## config.mk

```make
export PLATFORM = sky130hd
export DESIGN_NAME = mips_muldiv
export DESIGN_NICKNAME = d
export VERILOG_FILES = /design/src/rtl/mips_pkg.sv /design/src/rtl/mips_muldiv.sv
export SDC_FILE = /design/constraint.sdc
export NUM_CORES = 1
export LEC_CHECK = 0
export BUFFER_PORTS_ARGS = -buffer_cell sky130_fd_sc_hd__clkbuf_2
export CORE_UTILIZATION = 55
export DETAILED_ROUTE_END_ITERATION = 12
export PLACE_DENSITY_LB_ADDON = 0.1
export SYNTH_ARGS = -nofsm -noshare
export SYNTH_HDL_FRONTEND = slang
export SYNTH_SLANG_ARGS = --single-unit
```

## constraint.sdc

```tcl
create_clock -name clk -period 6.55 [get_ports clk]
set_input_delay 1.965 -clock clk [delete_from_list [all_inputs] [get_ports clk]]
set_output_delay 1.965 -clock clk [all_outputs]
set_load 0.1 [all_outputs]
```

## src/rtl/mips_pkg.sv

```systemverilog
// Definitions shared between the control decoder and the multiply/divide unit.
package mips_pkg;

  typedef enum logic [2:0] {
    OP_MULT  = 3'd0,
    OP_MULTU = 3'd1,
    OP_DIV   = 3'd2,
    OP_DIVU  = 3'd3,
    OP_MTHI  = 3'd4,
    OP_MTLO  = 3'd5,
    OP_NOP6  = 3'd6,
    OP_NOP7  = 3'd7
  } muldiv_op_t;

  function automatic logic [31:0] abs32(input logic [31:0] v);
    return v[31] ? (~v + 32'd1) : v;
  endfunction

endpackage

```

## src/rtl/mips_muldiv.sv

```systemverilog
// Iterative 32x32 multiply / 32/32 divide unit owning the HI/LO registers.
// state | meaning
// IDLE  | waiting for issue; MTHI/MTLO handled here
// MUL   | one shift-add step per cycle, 32 steps
// DIV   | one restoring-division step per cycle, 32 steps
// FIX   | apply result signs, write HI/LO, pulse done
module mips_muldiv
  import mips_pkg::*;
(
  input  logic        clk,
  input  logic        reset_n,
  input  logic        start,
  input  muldiv_op_t  op,
  input  logic [31:0] a,
  input  logic [31:0] b,
  output logic        stall,
  output logic [31:0] hi,
  output logic [31:0] lo,
  output logic        done
);

  typedef enum logic [1:0] {S_IDLE, S_MUL, S_DIV, S_FIX} state_t;

  state_t      state_q, state_d;
  logic [4:0]  count_q, count_d;
  logic [63:0] acc_q, acc_d;
  logic [31:0] opnd_q, opnd_d;
  logic        sign_q, sign_d;
  logic        rsign_q, rsign_d;
  logic        div0_q, div0_d;
  logic        is_div_q, is_div_d;
  logic [31:0] hi_q, hi_d;
  logic [31:0] lo_q, lo_d;
  logic        done_q, done_d;

  logic [32:0] mul_sum;
  logic [32:0] div_r;
  logic [31:0] div_diff;
  logic        div_geq;
  logic [63:0] prod_fix;
  logic [31:0] quo_fix;
  logic [31:0] rem_fix;
  logic        is_signed;
  logic        muldiv_issue;

  assign muldiv_issue = start && (op == OP_MULT || op == OP_MULTU ||
                                  op == OP_DIV  || op == OP_DIVU);
  assign stall = (state_q != S_IDLE) || (muldiv_issue && state_q == S_IDLE);
  assign hi    = hi_q;
  assign lo    = lo_q;
  assign done  = done_q;

  // Multiply keeps {partial product, remaining multiplier bits}; divide keeps
  // {partial remainder, remaining dividend bits / quotient bits}.
  always_comb begin
    mul_sum  = {1'b0, acc_q[63:32]} + {1'b0, (acc_q[0] ? opnd_q : 32'd0)};
    div_r    = {acc_q[63:32], acc_q[31]};
    div_geq  = div_r >= {1'b0, opnd_q};
    div_diff = div_r[31:0] - opnd_q;
    prod_fix = sign_q  ? (~acc_q + 64'd1)        : acc_q;
    quo_fix  = sign_q  ? (~acc_q[31:0] + 32'd1)  : acc_q[31:0];
    rem_fix  = rsign_q ? (~acc_q[63:32] + 32'd1) : acc_q[63:32];
    is_signed = (op == OP_MULT) || (op == OP_DIV);
  end

  always_comb begin
    state_d  = state_q;
    count_d  = count_q;
    acc_d    = acc_q;
    opnd_d   = opnd_q;
    sign_d   = sign_q;
    rsign_d  = rsign_q;
    div0_d   = div0_q;
    is_div_d = is_div_q;
    hi_d     = hi_q;
    lo_d     = lo_q;
    done_d   = 1'b0;

    case (state_q)
      S_IDLE: begin
        if (start) begin
          case (op)
            OP_MULT, OP_MULTU: begin
              acc_d    = {32'd0, (is_signed ? abs32(b) : b)};
              opnd_d   = is_signed ? abs32(a) : a;
              sign_d   = is_signed && (a[31] ^ b[31]);
              rsign_d  = 1'b0;
              div0_d   = 1'b0;
              is_div_d = 1'b0;
              count_d  = 5'd31;
              state_d  = S_MUL;
            end
            OP_DIV, OP_DIVU: begin
              acc_d    = {32'd0, (is_signed ? abs32(a) : a)};
              opnd_d   = is_signed ? abs32(b) : b;
              sign_d   = is_signed && (a[31] ^ b[31]);
              rsign_d  = is_signed && a[31];
              div0_d   = (b == 32'd0);
              is_div_d = 1'b1;
              count_d  = 5'd31;
              state_d  = S_DIV;
            end
            OP_MTHI: hi_d = a;
            OP_MTLO: lo_d = a;
            default: ;
          endcase
        end
      end
      S_MUL: begin
        acc_d = {mul_sum, acc_q[31:1]};
        if (count_q == 5'd0) state_d = S_FIX;
        else                 count_d = count_q - 5'd1;
      end
      S_DIV: begin
        acc_d = {(div_geq ? div_diff : div_r[31:0]), acc_q[30:0], div_geq};
        if (count_q == 5'd0) state_d = S_FIX;
        else                 count_d = count_q - 5'd1;
      end
      S_FIX: begin
        // Zero divisor leaves the shifted-in dividend as remainder, so HI
        // comes back as the original a once its sign is reapplied.
        if (is_div_q) begin
          hi_d = rem_fix;
          lo_d = div0_q ? 32'hFFFF_FFFF : quo_fix;
        end else begin
          hi_d = prod_fix[63:32];
          lo_d = prod_fix[31:0];
        end
        done_d  = 1'b1;
        state_d = S_IDLE;
      end
      default: state_d = S_IDLE;
    endcase
  end

  always_ff @(posedge clk or negedge reset_n) begin
    if (!reset_n) begin
      state_q  <= S_IDLE;
      count_q  <= 5'd0;
      acc_q    <= 64'd0;
      opnd_q   <= 32'd0;
      sign_q   <= 1'b0;
      rsign_q  <= 1'b0;
      div0_q   <= 1'b0;
      is_div_q <= 1'b0;
      hi_q     <= 32'd0;
      lo_q     <= 32'd0;
      done_q   <= 1'b0;
    end else begin
      state_q  <= state_d;
      count_q  <= count_d;
      acc_q    <= acc_d;
      opnd_q   <= opnd_d;
      sign_q   <= sign_d;
      rsign_q  <= rsign_d;
      div0_q   <= div0_d;
      is_div_q <= is_div_d;
      hi_q     <= hi_d;
      lo_q     <= lo_d;
      done_q   <= done_d;
    end
  end

endmodule
```

==> flow_summary.json <==
{
  "die_area_um2": 28600,
  "grt_usage": 0.396,
  "htree_levels": 4,
  "ys.flop_type": "dfrtp_1",
  "clock_path_buffers": 2,
  "yosys.area_share.simple": 0.202,
  "synthAdderAreaFrac": 0.0636,
  "fin_crit_sh": 0.763,
  "synthToLayoutAreaGrowth_pct": 9.40,
  "synth_seq_cells": 172,
  "fin_tns_setup_ps": 0,
  "p_total_mw": 10.5,
  "status": "finished clean",
  "drt_pass1_iterations": 7,
  "max_freq_mhz": 200,
  "p_leak_nw": 7.37,
  "finalSetupViolations": 0,
  "initial_core_util": 0.566,
  "async_reset_ff_frac": 1.00,
  "crit_arrival_ps": 3030,
  "drive_above_1_share": 0.118,
  "crit-reg2reg-launch": "acc_q[0]",
  "synth.mux.area_fraction": 0.0203,
  "ir_worst_vdd_mv": 0.465,
  "cts_resized": 0,
  "worstSetupStartpoint": "op[2]",
  "drv_slew": 0,
  "critPathLaunchType": "input pin",
  "clk_pin_slew_ps": 80,
  "p_per_area_nw_per_um2": 626,
  "crit_fanout": 6,
  "rsz0062_at_grt": "false",
  "antenna_found_initial": 0,
  "insertion_delay_ps": 450,
  "yosysTopAreaCellShare": 0.280,
  "cts_inserted_buffers": 17,
  "min_period_ps": 5000,
  "critPathRequiredTime_ps": 4590,
  "cts_tree": "yes",
  "ys_seq_area_frac": 0.280,
  "yosysTopAreaCell": "dfrtp_1",
  "netlist_area_um2": 15400,
  "first_iter_violations": 2215,
  "gp_congestion": 0.987,
  "routed_wl_um": 56800,
  "num_io_pins": 136,
  "hpwlAfterDp_um": 43500,
  "hold_path_class": "reg2reg",
  "postSynthCellCount": 1993,
  "cts_hold_buf": 0,
  "grt_pass1_vias": 14800,
  "grt_start_max_net_pins": 92,
  "ys_types": 84,
  "critPathKind": "in2out",
  "ys_warn_count": 0,
  "grt_pass1_wl_um": 86400,
  "syn_nets": 2140,
  "synth-edff-count": 0,
  "cts_setup_buffers": 0,
  "overflow": 0,
  "synthXorXnorAreaFrac": 0.0968,
  "syn_avg_cell_area_um2": 7.72,
  "worst_pin_slew_ps": 1190,
  "die_h_um": 169,
  "hold_violations": 0,
  "skew_ps": 17.2,
  "wire_per_inst_um": 23.5,
  "die_w_um": 169,
  "cts_root_buf": "clkbuf_16",
  "vias": 16200,
  "diodes": 0,
  "cts_num_sinks": 172,
  "slew_headroom": 0.205,
  "synth_compound_area_frac": 0.287,
  "postRouteAntennaNets": 0,
  "drcViolationCount": 0,
  "via_per_inst": 6.70,
  "endpoint_kind": "primary output",
  "synthTopCellsByArea": "dfrtp_1 (28%), o21ai_0 (6.8%), ha_1 (6.1%)",
  "min_from": "hi[20]",
  "synth_top_family_by_area": "compound AO/OA/AOI/OAI gates",
  "coreArea_um2": 27200,
  "drv_cap": 0,
  "finish.net_count": 2181,
  "io_buffers": 135,
  "std_cell_rows": 60
}
kinds of logic (layout without fill, tap and decap cells):
family	Yosys count	count (layout)
flops	172	172
buf+inv	209	263
xor+xnor	170	170
simple gates	649	649
mux	30	30
fa+ha+maj	77	77
compound gates	686	686
worst paths after layout:
check	endpoint	slack, ps	cells past startpoint
hold / removal	hi[20]	470	1
min in group asynchronous	hi[12]	1550	1
setup / recovery	stall	1550	6
hold reg to reg	hi[20]	470	1
setup reg to reg	acc_q[51]	2320	13
max in group asynchronous	hi[29]	3820	2
flip-flops by register name (all words and copies together) (netlist names):
signal	flops
acc_q	64
count_q	5
div0_q	1
done	1
hi	32
is_div_q	1
lo	32
opnd_q	32
rsign_q	1
sign_q	1
state_q	2
power breakdown:
| part | internal [mW] | total [mW] | leakage (nW) | switching, mW |
|---|---|---|---|---|
| clock | 0.528 | 1.06 | 0.295 | 0.534 |
| sequential | 1.55 | 2.23 | 2.13 | 0.683 |
| combinational | 2.25 | 7.24 | 4.94 | 4.99 |
| total | 4.33 | 10.5 | 7.37 | 6.21 |
placed cells by master (no fill, tap or decap), drive strengths merged, types with 16 or more instances in the layout:
master  count
o22ai      37
o21ai     210
ha         75
nor4       16
nand2b     17
xnor2     102
a221o      26
and2       16
nand3      34
inv        79
buf        24
or4        23
a21oi     151
or3        30
a21o       41
a221oi     23
nand2     210
dfrtp     172
a22oi      23
xor2       68
clkbuf    152
nor2      200
mux2i      21
nor3       35
nand4      16
a31oi      18
o31ai      43
cells in the mapped netlist, types with 5 or more instances:
cell type	instances
a2111oi_0	5
or2_2	9
a221oi_1	23
xor2_1	68
buf_1	16
or4_1	20
nand2_1	210
o22ai_1	36
a21o_1	41
ha_1	75
o21bai_1	7
a31oi_1	18
nor2b_1	11
nor3_1	34
a211oi_1	15
mux2_2	9
nand2b_1	17
a221o_1	26
o21ai_0	209
inv_1	72
nor4_1	13
and3_1	9
xnor2_1	102
and2_1	13
nand4_1	16
nor3b_1	6
clkbuf_1	117
o41ai_1	10
a222oi_1	6
o21a_1	11
a21oi_1	151
o221ai_1	11
o211ai_1	13
mux2i_1	21
dfrtp_1	172
nor2_1	200
o31ai_1	40
a22oi_1	23
nand3_1	33
or3_1	28
worst max-delay path, cell delays in order:
cell and delay [ps]:
clkbuf_2 160, inv_1 130, a21boi_0 90, buf_4 170
inv_1 60, clkbuf_2 450
metal layers:
layer / routed length [um] / track usage / vias to the layer above / part of all wire
met5: 0 / 0 / - / 0
met4: 2370 / 0.154 / 0 / 0.042
met3: 6830 / 0.0772 / 145 / 0.12
met2: 24100 / 0.603 / 1056 / 0.42
met1: 23500 / 0.553 / 7665 / 0.41
li1: - / - / 7353 / -
through the flow:
step / util / cell area [um^2] / hold slack (ps) / worst slack, ps / instances
after floorplan: - / 15400 / 444 / 1680 / 1993
after global placement: 0.597 / 16200 / 460 / 1540 / 2387
after detailed placement: 0.597 / 16200 / 465 / 1570 / 2387
after CTS: 0.619 / 16800 / 482 / 1560 / 2419
after global routing: 0.619 / 16800 / 504 / 1510 / 2419
final: 0.619 / 16800 / 475 / 1550 / 2419
cell type report:
| cell class | instances | area (um^2) |
|---|---|---|
| clock inverters | 14 | 171 |
| clock buffers | 18 | 439 |
| flip-flops and latches | 172 | 4300 |
| well taps | 372 | 465 |
| repair buffers | 158 | 855 |
| inverters | 73 | 274 |
| multi-input cells | 1612 | 10300 |
| fillers | 2596 | 10300 |
No activity file was read; power rests on OpenSTA's default activity.
